===== config.mk =====
export PLATFORM = sky130hd
export DESIGN_NAME = fb_access_arbiter
export DESIGN_NICKNAME = d
export VERILOG_FILES = /design/src/rtl/fb_arb_pkg.sv /design/src/rtl/fb_wr_fifo.sv /design/src/rtl/fb_access_arbiter.sv
export SDC_FILE = /design/constraint.sdc
export NUM_CORES = 1
export LEC_CHECK = 0
export CORE_MARGIN = 8
export CORE_UTILIZATION = 51
export CTS_CLUSTER_DIAMETER = 40
export DETAILED_ROUTE_END_ITERATION = 10
export GPL_ROUTABILITY_DRIVEN = 0
export HOLD_SLACK_MARGIN = 0.03
export PLACE_DENSITY = 0.8
export RECOVER_POWER = 25
export REMOVE_ABC_BUFFERS = 1
export SKIP_CTS_REPAIR_TIMING = 1
export SYNTH_ARGS = -nofsm -noshare
export SYNTH_HDL_FRONTEND = slang
export SYNTH_SLANG_ARGS = --single-unit

===== constraint.sdc =====
create_clock -name clk -period 2.95 [get_ports clk]
set_input_delay 0.59 -clock clk [delete_from_list [all_inputs] [get_ports clk]]
set_output_delay 0.59 -clock clk [all_outputs]
set_load 0.05 [all_outputs]

===== src/rtl/fb_arb_pkg.sv =====
// -----------------------------------------------------------------------------
// fb_arb_pkg
// Shared types and defaults for the frame-buffer access arbiter.
//   owner_e : who owns the RAM read that returns in the next cycle
//   grant_e : which requester drives the single RAM port this cycle
//   FB_ADDR_W / FB_DATA_W : default frame-buffer address ({y[6:0], x[7:0]})
//                           and pixel widths
// -----------------------------------------------------------------------------
package fb_arb_pkg;

  localparam int FB_ADDR_W = 15;
  localparam int FB_DATA_W = 1;

  typedef enum logic [1:0] {
    OWN_NONE = 2'd0,
    OWN_VGA  = 2'd1,
    OWN_CPU  = 2'd2
  } owner_e;

  typedef enum logic [1:0] {
    G_IDLE   = 2'd0,
    G_VGA    = 2'd1,
    G_CPU_RD = 2'd2,
    G_DRAIN  = 2'd3
  } grant_e;

endpackage


===== src/rtl/fb_wr_fifo.sv =====
// -----------------------------------------------------------------------------
// fb_wr_fifo
// Small synchronous FIFO holding posted CPU writes as {addr, data} words.
// The head entry is presented combinationally so the arbiter can drive it
// onto the RAM port in the same cycle it pops it.
// Ports:
//   clk, rst_n        clock, asynchronous active-low reset
//   push, push_data   enqueue request and entry (ignored when full)
//   pop               dequeue request (ignored when empty)
//   head_data         oldest entry
//   full, empty       occupancy flags
//   level             current occupancy, one bit wider than the pointers
// -----------------------------------------------------------------------------
module fb_wr_fifo #(
  parameter int WIDTH = 16,
  parameter int DEPTH = 4
) (
  input  logic                     clk,
  input  logic                     rst_n,
  input  logic                     push,
  input  logic [WIDTH-1:0]         push_data,
  input  logic                     pop,
  output logic [WIDTH-1:0]         head_data,
  output logic                     full,
  output logic                     empty,
  output logic [$clog2(DEPTH):0]   level
);

  localparam int PTR_W = $clog2(DEPTH);

  logic [WIDTH-1:0] mem_reg [DEPTH];
  logic [PTR_W-1:0] wr_ptr_reg;
  logic [PTR_W-1:0] rd_ptr_reg;
  logic [PTR_W:0]   level_reg;
  logic             do_push;
  logic             do_pop;

  assign full      = (level_reg == (PTR_W+1)'(DEPTH));
  assign empty     = (level_reg == '0);
  assign level     = level_reg;
  assign head_data = mem_reg[rd_ptr_reg];
  assign do_push   = push && !full;
  assign do_pop    = pop && !empty;

  // Storage is not reset: the pointers/level alone define what is valid.
  always_ff @(posedge clk) begin
    if (do_push) begin
      mem_reg[wr_ptr_reg] <= push_data;
    end
  end

  // Pointers are exactly log2(DEPTH) bits, so increments wrap on their own.
  always_ff @(posedge clk or negedge rst_n) begin
    if (!rst_n) begin
      wr_ptr_reg <= '0;
      rd_ptr_reg <= '0;
      level_reg  <= '0;
    end else begin
      if (do_push) wr_ptr_reg <= wr_ptr_reg + 1'b1;
      if (do_pop)  rd_ptr_reg <= rd_ptr_reg + 1'b1;
      case ({do_push, do_pop})
        2'b10:   level_reg <= level_reg + 1'b1;
        2'b01:   level_reg <= level_reg - 1'b1;
        default: level_reg <= level_reg;
      endcase
    end
  end

endmodule


===== src/rtl/fb_access_arbiter.sv =====
// -----------------------------------------------------------------------------
// fb_access_arbiter
// Shares the single frame-buffer RAM port between VGA pixel reads (highest
// priority), CPU reads and posted CPU writes. Writes sit in a small FIFO and
// drain into otherwise idle cycles; CPU reads wait for the FIFO to empty so
// the CPU always sees its own earlier writes.
// Ports:
//   clk, rst_n                         clock, asynchronous active-low reset
//   vga_rd_req/addr -> vga_rd_data/valid   pixel read, response next cycle
//   cpu_wr_req/addr/data, cpu_wr_ready     posted write, accepted when ready
//   cpu_rd_req/addr -> cpu_rd_data/valid   level read request
//   mem_en/we/addr/wdata, mem_rdata        RAM port (1-cycle sync read)
//   fifo_level                             posted-write FIFO occupancy
// -----------------------------------------------------------------------------
module fb_access_arbiter
  import fb_arb_pkg::*;
#(
  parameter int ADDR_W     = FB_ADDR_W,
  parameter int DATA_W     = FB_DATA_W,
  parameter int FIFO_DEPTH = 4
) (
  input  logic                        clk,
  input  logic                        rst_n,
  input  logic                        vga_rd_req,
  input  logic [ADDR_W-1:0]           vga_rd_addr,
  output logic [DATA_W-1:0]           vga_rd_data,
  output logic                        vga_rd_valid,
  input  logic                        cpu_wr_req,
  input  logic [ADDR_W-1:0]           cpu_wr_addr,
  input  logic [DATA_W-1:0]           cpu_wr_data,
  output logic                        cpu_wr_ready,
  input  logic                        cpu_rd_req,
  input  logic [ADDR_W-1:0]           cpu_rd_addr,
  output logic [DATA_W-1:0]           cpu_rd_data,
  output logic                        cpu_rd_valid,
  output logic                        mem_en,
  output logic                        mem_we,
  output logic [ADDR_W-1:0]           mem_addr,
  output logic [DATA_W-1:0]           mem_wdata,
  input  logic [DATA_W-1:0]           mem_rdata,
  output logic [$clog2(FIFO_DEPTH):0] fifo_level
);

  localparam int ENT_W = ADDR_W + DATA_W;

  grant_e              grant;
  owner_e              owner_reg;
  owner_e              owner_next;
  logic                cpu_rd_out_reg;
  logic [ADDR_W-1:0]   last_addr_reg;
  logic [DATA_W-1:0]   last_wdata_reg;
  logic [ADDR_W-1:0]   addr_next;
  logic [DATA_W-1:0]   wdata_next;

  logic                fifo_full;
  logic                fifo_empty;
  logic                fifo_push;
  logic                fifo_pop;
  logic [ENT_W-1:0]    fifo_head;
  logic [ADDR_W-1:0]   head_addr;
  logic [DATA_W-1:0]   head_data;

  assign fifo_push    = cpu_wr_req && !fifo_full;
  assign fifo_pop     = (grant == G_DRAIN);
  assign cpu_wr_ready = !fifo_full;
  assign head_addr    = fifo_head[ENT_W-1:DATA_W];
  assign head_data    = fifo_head[DATA_W-1:0];

  fb_wr_fifo #(
    .WIDTH (ENT_W),
    .DEPTH (FIFO_DEPTH)
  ) u_wr_fifo (
    .clk       (clk),
    .rst_n     (rst_n),
    .push      (fifo_push),
    .push_data ({cpu_wr_addr, cpu_wr_data}),
    .pop       (fifo_pop),
    .head_data (fifo_head),
    .full      (fifo_full),
    .empty     (fifo_empty),
    .level     (fifo_level)
  );

  // Fixed-priority grant. The outstanding flag stops a still-held
  // cpu_rd_req from being granted again in its response cycle.
  always_comb begin
    grant = G_IDLE;
    if (vga_rd_req) begin
      grant = G_VGA;
    end else if (cpu_rd_req && fifo_empty && !cpu_rd_out_reg) begin
      grant = G_CPU_RD;
    end else if (!fifo_empty) begin
      grant = G_DRAIN;
    end
  end

  // Address/data for the RAM; idle cycles hold the last driven values.
  always_comb begin
    addr_next  = last_addr_reg;
    wdata_next = last_wdata_reg;
    owner_next = OWN_NONE;
    case (grant)
      G_VGA: begin
        addr_next  = vga_rd_addr;
        owner_next = OWN_VGA;
      end
      G_CPU_RD: begin
        addr_next  = cpu_rd_addr;
        owner_next = OWN_CPU;
      end
      G_DRAIN: begin
        addr_next  = head_addr;
        wdata_next = head_data;
      end
      default: ;
    endcase
  end

  // Enables are forced low while reset is asserted, independent of requests.
  assign mem_en    = rst_n && (grant != G_IDLE);
  assign mem_we    = rst_n && (grant == G_DRAIN);
  assign mem_addr  = addr_next;
  assign mem_wdata = wdata_next;

  // Read data is simply the RAM output; the owner register decides which
  // requester's strobe fires.
  assign vga_rd_data  = mem_rdata;
  assign cpu_rd_data  = mem_rdata;
  assign vga_rd_valid = (owner_reg == OWN_VGA);
  assign cpu_rd_valid = (owner_reg == OWN_CPU);

  always_ff @(posedge clk or negedge rst_n) begin
    if (!rst_n) begin
      owner_reg      <= OWN_NONE;
      cpu_rd_out_reg <= 1'b0;
      last_addr_reg  <= '0;
      last_wdata_reg <= '0;
    end else begin
      owner_reg <= owner_next;
      if (grant == G_CPU_RD) begin
        cpu_rd_out_reg <= 1'b1;
      end else if (cpu_rd_valid) begin
        cpu_rd_out_reg <= 1'b0;
      end
      last_addr_reg  <= addr_next;
      last_wdata_reg <= wdata_next;
    end
  end

endmodule


==> summary.txt <==
Yosys
  – Top post-synthesis cells by count: edfxtp_1, dfrtp_1, inv_1, mux2i_1, mux4_2
  – Compound-cell area share of the yosys netlist: 0.0381
  – Number of synthesized flops with an enable pin: 64
  – Largest cells by area after synthesis: edfxtp_1, dfrtp_1, mux4_2
  – Synth warn: 0
  – Adder-Cell Fraction of Synth Area: 0.0219
  – Ys async rst share: 0.289
  – Yosys reg bits: 90
  – Most common cell in the netlist: edfxtp_1
  – Synth Area per Inst: 17.0 um^2
  – Netlist Area Pre-Place: 3780 um^2
  – Predominant post-synthesis flop cell: edfxtp_1
  – Largest family of logic cells by synthesized area: multiplexers
  – Synth Area in Simple Gates: 0.0550
  – Synth Area in XOR/XNOR: 0.0139
  – Mux share of post-synthesis cell area: 0.145
  – Post-synth top area share: 0.509
  – Synth cell types: 30
  – Post-Synthesis Cells: 222
  – Yosys top cell by area: edfxtp_1
  – Sequential share of the synthesized area: 0.681

STA
  – Final setup viols: 0
  – Final Cycle Share: 0.951
  – Final Hold Viols: 0
  – Slew Limit Headroom: 0.395
  – Maximum clock rate: approximately 360 MHz
  – Minimum clock period: 2.81 ns
  – Hold slack: 0.473 ns
  – Clk_skew: 0.0163 ns
  – Slew @ Worst Pin: a little over 0.9 ns
  – Post-route setup TNS: 0 ns
  – Final slew viol count: 0
  – RSZ-0062 raised after global routing: no

Min path
  – Hold Path Class: flop to flop

Placed design
  – Placed cell count: 389
  – Number of port buffers: 74
  – HPWL Detailed: around 5400 um

Critical path
  – Worst-path cell chain: clkdlybuf4s50_1 > nand2b_1 > buf_4 > mux2i_1 > a221oi_1 > buf_4
  – CP Capture Type: primary output
  – Worst path arrival time: 2.22 ns
  – Worst path bufs/invs: 3
  – Crit-path leading delay family: buffers and inverters
  – Crit-path max FO: 8
  – Most common cell on crit path: buf_4
  – Slowest stage cell, crit path: clkdlybuf4s50_1
  – WS Path Type: input port to primary output
  – Setup crit start kind: input port
  – Critical Path RT: 2.36 ns
  – Max stage delay on crit path: approximately 0.48 ns

Status
  – Status: complete, no violations

Drt
  – Met2 Wirelength: about 3700 um
  – DRC errors left: 0
  – Metal3 WL: 482 um
  – Wire length per cell: 18.5 um
  – DRT iter0 DRCs: 94
  – Vias/cell: 5.32
  – Vias after detailed routing: 2153
  – Initial DRT Pass Iterations: 4
  – Total wire length: roughly 7500 um
  – Post-route ant nets: 0
  – WL met1: 3310 um
  – Top Metal Used: met4

Final layout
  – Layout Cells excl Fill: around 400
  – Share of layout cells above drive strength 1: 0.222
  – Largest register FFs: 64
  – Final core utilization: 0.672
  – Nets@finish: 359
  – Fill count: 504
  – Antenna cells: 0
  – FF/Latch Area: around 2600 um^2
  – Multi-input logic area: ~1000 um^2
  – Synth-to-Final Area Change: 28.4%

Power
  – Max VDD drop: 0.406 mV
  – Comb pwr share: 0.391
  – Flop pwr share: 0.397
  – Clock power share: 0.212
  – Int Pwr: about 3.0 mW
  – Switching part of the total: 0.360
  – Sw Pwr: 1.71 mW
  – Power Dens Cells: approximately 980 nW/um^2
  – Power, Total: 4.74 mW
  – Static Leak: between 1.5 and 2 nW

CTS
  – Root Driver: clkbuf_8
  – CTS Buf Count: 9
  – Clk slew on worst S/H paths: 0.10 ns
  – Clk Latency, worst-skew pair: 0.35 ns
  – TritonCTS Sinks: 90
  – Clk buf depth: 2
  – CTS H-Tree Depth: 3
  – CTS tree: done

Global routing
  – Number of antenna violations at the first check in global routing: 0
  – All-layer global routing usage: 0.152
  – Grt ovf: 0
  – Largest net degree at the start of global routing: 22
  – Number of global-route vias before repair: between 2000 and 2500
  – Global-route wire length before repair: 11900 um

Floorplanning
  – Number of top-level pins: 78
  – Vert. Die Dim: 102 um
  – Initial Util: 0.524
  – FP Rows: 31
  – Core footprint: 7210 um^2
  – Width of the die: 102 um
  – Die area: 10400 um^2

Run
  – Max-Cap Viols: 0
-- path summary, 6_finish.rpt --
| check | startpoint | endpoint | slack, ns | cells after the start |
|---|---|---|---|---|
| min in group asynchronous | rst_n | last_addr_reg[13]$_DFF_PN0_ | 0.83 | 2 |
| worst max register to register | u_wr_fifo.level[0]$_DFFE_PN0P_ | u_wr_fifo.level[2]$_DFFE_PN0P_ | 0.64 | 9 |
| max in group asynchronous | rst_n | u_wr_fifo.rd_ptr_reg[1]$_DFFE_PN0P_ | 1.34 | 2 |
| worst min register to register | cpu_rd_out_reg$_DFFE_PN0P_ | owner_reg[1]$_DFF_PN0_ | 0.47 | 1 |
| worst max-delay path | cpu_rd_req | mem_addr[7] | 0.14 | 6 |
| worst min-delay path | cpu_rd_out_reg$_DFFE_PN0P_ | owner_reg[1]$_DFF_PN0_ | 0.47 | 1 |
-- power groups by stage --
stage	Combinational [mW]	Sequential, mW	Clock (mW)
after detailed placement	1.88	1.91	0
after global placement	1.84	1.89	0
after floorplan	1.17	1.98	0
after global routing	1.99	1.91	1.08
final	1.85	1.88	1.01
after CTS	1.89	1.89	1.03
-- per-stage QoR --
step | worst slack (ns) | instance area [um^2]
6_report | 0.145 | 4850
5_1_grt | 0.0303 | 4850
4_1_cts | 0.0830 | 4860
3_5_place_dp | 0.158 | 4610
3_3_place_gp | 0.200 | 4610
2_1_floorplan | -0.312 | 3680
-- layout make-up --
type                    instances  area share
multi-input cells              96       0.213
flip-flops and latches         90       0.531
clock buffers                   9      0.0255
well taps                      99      0.0255
inverters                      21      0.0162
clock inverters                 7      0.0255
repair buffers                 83       0.164
-- metal layers --
layer / GRT usage / up-vias
met3: 0.0470 / 4
met4: 0.0542 / 0
met5: 0 / -
met2: 0.245 / 66
li1: - / 1006
met1: 0.189 / 1077
-- kinds of logic after synthesis --
logic type      after synthesis
simple gates                 33
xor+xnor                      6
mux                          34
buf+inv                      36
flops                        90
compound gates               17
fa+ha+maj                     6
-- cell usage in the layout (no fill, tap or decap), types with 2 or more instances in the layout --
cell	instances
mux4_2	16
xor2_1	4
mux2i_1	16
nor2_1	3
buf_12	3
clkbuf_8	9
dlygate4sd3_1	8
inv_1	21
clkdlybuf4s50_1	48
nor3_1	15
bufinv_16	3
and3_2	4
edfxtp_1	64
ha_1	5
nor2b_1	2
buf_4	22
a221oi_1	15
dfrtp_1	25
nand2_1	2
clkbuf_1	2
xnor2_1	2
(Power assumes the default switching activity.)
